`config.mk`:
```
export PLATFORM = sky130hd
export DESIGN_NAME = lut_neuron_table_loader
export DESIGN_NICKNAME = d
export VERILOG_FILES = /design/src/rtl/lut_neuron_table_loader.sv
export SDC_FILE = /design/constraint.sdc
export NUM_CORES = 1
export LEC_CHECK = 0
export ABC_AREA = 0
export CAP_MARGIN = 30
export CORE_MARGIN = 10
export CORE_UTILIZATION = 55
export CTS_BUF_LIST = sky130_fd_sc_hd__clkbuf_8
export CTS_CLUSTER_SIZE = 24
export DETAILED_ROUTE_END_ITERATION = 10
export PLACE_DENSITY = 0.78
export SKIP_LAST_GASP = 1
export SLEW_MARGIN = 20
export SYNTH_ARGS = -nofsm -noshare
export SYNTH_HDL_FRONTEND = slang
export SYNTH_SLANG_ARGS = --single-unit
```
`constraint.sdc`:
```
create_clock -name clk -period 5.25 [get_ports clk]
set_input_delay 1.05 -clock clk [delete_from_list [all_inputs] [get_ports clk]]
set_output_delay 1.05 -clock clk [all_outputs]
set_load 0.01 [all_outputs]
```
`src/rtl/lut_neuron_table_loader.sv`:
```
// Runtime-loadable LUT neuron: a serially loaded 2^IN_BITS x OUT_BITS truth table
// in distributed RAM, answering lookups with a registered one-cycle latency.
module lut_neuron_table_loader #(
    parameter int unsigned IN_BITS  = 6,
    parameter int unsigned OUT_BITS = 2
) (
    input  logic                clk,
    input  logic                rst,
    input  logic                cfg_start,
    input  logic                cfg_valid,
    output logic                cfg_ready,
    input  logic [OUT_BITS-1:0] cfg_data,
    input  logic                cfg_last,
    output logic                load_done,
    output logic                load_err,
    input  logic                in_valid,
    input  logic [IN_BITS-1:0]  in_addr,
    output logic                out_valid,
    output logic [OUT_BITS-1:0] out_data
);

    localparam int unsigned DEPTH = 2 ** IN_BITS;

    typedef enum logic [1:0] {
        IDLE   = 2'd0,
        LOAD   = 2'd1,
        ACTIVE = 2'd2
    } state_e;

    state_e                state_q, state_d;
    logic [IN_BITS-1:0]    cnt_q, cnt_d;
    logic                  load_done_q, load_done_d;
    logic                  load_err_q, load_err_d;
    logic                  out_valid_q, out_valid_d;
    logic [OUT_BITS-1:0]   out_data_q, out_data_d;
    logic                  mem_we;
    logic [OUT_BITS-1:0]   mem [DEPTH];

    // Combinational by design: depends only on state and cfg_start, never on cfg_valid.
    assign cfg_ready = (state_q == LOAD) && !cfg_start;

    always_comb begin
        state_d     = state_q;
        cnt_d       = cnt_q;
        load_done_d = 1'b0;
        load_err_d  = 1'b0;
        mem_we      = 1'b0;
        out_valid_d = 1'b0;
        out_data_d  = out_data_q;

        if (cfg_start) begin
            state_d = LOAD;
            cnt_d   = '0;
        end else if ((state_q == LOAD) && cfg_valid) begin
            mem_we = 1'b1;
            if (cnt_q == IN_BITS'(DEPTH - 1)) begin
                // Final entry: success only if framed by cfg_last.
                if (cfg_last) begin
                    state_d     = ACTIVE;
                    load_done_d = 1'b1;
                end else begin
                    state_d    = IDLE;
                    load_err_d = 1'b1;
                end
            end else if (cfg_last) begin
                state_d    = IDLE;
                load_err_d = 1'b1;
            end else begin
                cnt_d = cnt_q + IN_BITS'(1);
            end
        end

        // Lookups are served on the current state, so one issued alongside cfg_start still completes.
        if (in_valid && (state_q == ACTIVE)) begin
            out_valid_d = 1'b1;
            out_data_d  = mem[in_addr];
        end
    end

    always_ff @(posedge clk or posedge rst) begin
        if (rst) begin
            state_q     <= IDLE;
            cnt_q       <= '0;
            load_done_q <= 1'b0;
            load_err_q  <= 1'b0;
            out_valid_q <= 1'b0;
            out_data_q  <= '0;
        end else begin
            state_q     <= state_d;
            cnt_q       <= cnt_d;
            load_done_q <= load_done_d;
            load_err_q  <= load_err_d;
            out_valid_q <= out_valid_d;
            out_data_q  <= out_data_d;
        end
    end

    // Table storage is intentionally not reset.
    always_ff @(posedge clk) begin
        if (mem_we) begin
            mem[cnt_q] <= cfg_data;
        end
    end

    assign load_done = load_done_q;
    assign load_err  = load_err_q;
    assign out_valid = out_valid_q;
    assign out_data  = out_data_q;

endmodule
```
==> flow_summary.toml <==
[status]
status = "completed"

[route]
wirelength_mm = 12.05
drtAntennaViolNets = 0
drtIter0Drc = 425
vias = 3377
wl_per_cell_um = 21.86
drc = 0
avgViaCountPerCell = 6.129
dr.pass1.iters = 5

[timing]
worst_hold_slack_ns = 0.5052
skew_ns = 0.006824
fin_crit_sh = 0.7080
max_freq_mhz = 269.0
worst_pin_slew_ns = 0.7650
slew_headroom = 0.4884
rsz0062_at_grt = "no"
final.min_clock_period_ns = 3.717
fin_tns_setup_ns = 0
slew_violations = 0
hold_viol_final = 0
finalSetupViolCount = 0

[worst_setup_path]
rrSetupSlack_ns = 2.95
end_kind = "primary output"
crit_arrival_ns = 2.67
r2r_cells = 5
cp_max_fo = 8
crit_type = "primary input to primary output"
cp.required_ns = 4.20
r2r-start = "state_q[1]"
rr_endpoint = "mem[22][1]"
setup.worst_path.start_class = "primary input"

[cts]
path_clk_slew_ns = 0.07
numCtsBuffers = 17
cts_resized = 0
htree_levels = 4
cts.hold.buffers_added = 0
cts_setup_buffers = 0
cts_root_buf = "clkbuf_8"
clock_latency_ns = 0.44
clkSinkCount = 141
cts_tree = "done"
ctsLongestPathBuffers = 2

[cells_and_area]
fillers = 784
area_growth_pct = 11.43
layout.cells.non_filler = 551
final_nets = 418
regArea_mm2 = 0.004169
multi_input_area_mm2 = 0.001657
n_antenna_cell = 0
drive_above_1_share = 0.1566

[yosys]
netlist_instances = 380
synthFlopType = "edfxtp_1"
synthesis.area_mm2 = 0.005964
synthArstFlopShare = 0.09220
syn_area_per_cell_um2 = 15.70
synth_area_leaders = "edfxtp_1, mux4_2, dfrtp_1"
synth.distinct_cells = 51
synth_nets = 395
synth_top_area_frac = 0.6444
synth_seq_area_share = 0.6990
yosys.area.top_type = "edfxtp_1"
yosys_warnings = 0
synth_seq_cells = 141
synth_edf_count = 128

[placement]
gp_congestion = 0.8616
portBuffers = 19
dp.cells = 519
dp_hpwl_mm = 7.865

[die]
row_count = 37
io_pins = 20
die_h_um = 124.1
coreArea_mm2 = 0.01046
die_area_mm2 = 0.01541
die_w_um = 124.1
initial_utilization = 0.5701

[worst_hold_path]
hold-path-cell-count = 2
hold_class = "flop to flop"
hp-start = "out_data[0]"
whs_endpoint = "out_data[0]"

[grt]
grt_antenna_before_repair = 0
grt_usage = 0.1663
grt_pass1_wl_mm = 18.83
gr-total-overflow = 0
grt_start_max_net_pins = 65
grt_pass1_vias = 3508

[power_and_ir_drop]
p_sw_frac = 0.2095
clockPowerShare = 0.389
leakage_uw = 0.002218
p_sw_uw = 458.6
total_power_uw = 2190
ir_drop_mv = 0.2001
power_frac_seq = 0.561
powerDensity_mw_per_mm2 = 329.4
intPower_uw = 1731
combPwrFrac = 0.050

[job]
cap_violations = 0
==> kinds of logic (layout without fill, tap and decap cells) <==
kind of cell    count (synthesis)  after routing  synth area share
simple gates                  132            132            0.1009
buf+inv                        27             62           0.02328
compound gates                 23             23           0.03084
mux                            50             50            0.1351
fa+ha+maj                       1              1          0.002097
xor+xnor                        6              6          0.008812
flops                         141            141            0.6990
==> synth_stat cells, types with 5 or more instances <==
cell type,count
buf_4,5
mux2i_1,25
nor2b_1,5
clkbuf_1,7
mux4_2,23
nand3_1,5
nor2_1,78
inv_1,6
nand2_1,19
and3_1,7
dfrtp_1,13
edfxtp_1,128
==> layout make-up <==
class / count / share of cell area
flip-flops and latches: 141 / 0.6273
multi-input cells: 212 / 0.2492
repair buffers: 24 / 0.03539
clock buffers: 17 / 0.03520
well taps: 136 / 0.02560
clock inverters: 14 / 0.02334
inverters: 7 / 0.003953
==> how the worst max path moves through the flow <==
stage	start	cells after the start	slack, ns	endpoint
after floorplan	cfg_start	6	2.51	mem[54][0]
after global placement	in_addr[0]	6	1.47	out_data[1]
after detailed placement	cfg_start	3	1.53	cfg_ready
after CTS	cfg_start	3	1.51	cfg_ready
after global routing	cfg_start	3	1.44	cfg_ready
final	cfg_start	3	1.53	cfg_ready
==> metrics by stage <==
stage / instance area (um2) / setup WS [ns] / utilization
after detailed placement: 6235 / 1.530 / 0.5959
final: 6646 / 1.533 / 0.6353
after CTS: 6624 / 1.513 / 0.6331
after floorplan: 5964 / 2.507 / -
after global placement: 6220 / 1.470 / 0.5945
after global routing: 6646 / 1.436 / 0.6353
==> state kept, by name, indices dropped and copies added, names as in the netlist <==
signal,count
out_data,2
cnt_q,6
out_valid,1
mem,128
load_err,1
load_done,1
state_q,2
==> cell usage in the layout (no fill, tap or decap), drive strengths merged, types with 2 or more instances in the layout <==
cell type	synthesis	layout
edfxtp	128	128
or3b	2	2
clkdlybuf4s50	0	16
mux4	24	24
nor3b	2	2
clkbuf	7	17
nand3b	4	4
a2111oi	2	2
mux2i	25	25
a22oi	4	4
a31oi	3	3
buf	13	8
dfrtp	13	13
nor2b	5	5
and3	7	7
nor2	78	78
nand3	5	5
nand2	19	19
clkinvlp	0	3
nand4	2	2
xnor2	3	3
inv	7	9
xor2	3	3
clkinv	0	6
bufinv	0	3
o21ai	2	2
==> critical path, cell delays in order <==
cell	delay, ns
clkdlybuf4s50_1	0.55
nor3b_1	0.44
clkdlybuf4s50_1	0.62
==> layer usage <==
metal / routed length (um) / global-route usage / vias up
li1: - / - / 1499
met1: 4967 / 0.2122 / 1722
met5: 0 / 0 / -
met2: 6072 / 0.2727 / 132
met4: 198 / 0.05899 / 0
met3: 808 / 0.04027 / 24
==> power groups by stage <==
stage	Sequential [uW]	Clock (uW)	Combinational, uW
5_1_grt	1230	919	119
3_3_place_gp	1250	0	104
2_1_floorplan	1250	0	66.0
6_report	1230	851	110
3_5_place_dp	1250	0	109
4_1_cts	1230	862	109
Note: power is estimated with default switching activity, not from simulation.
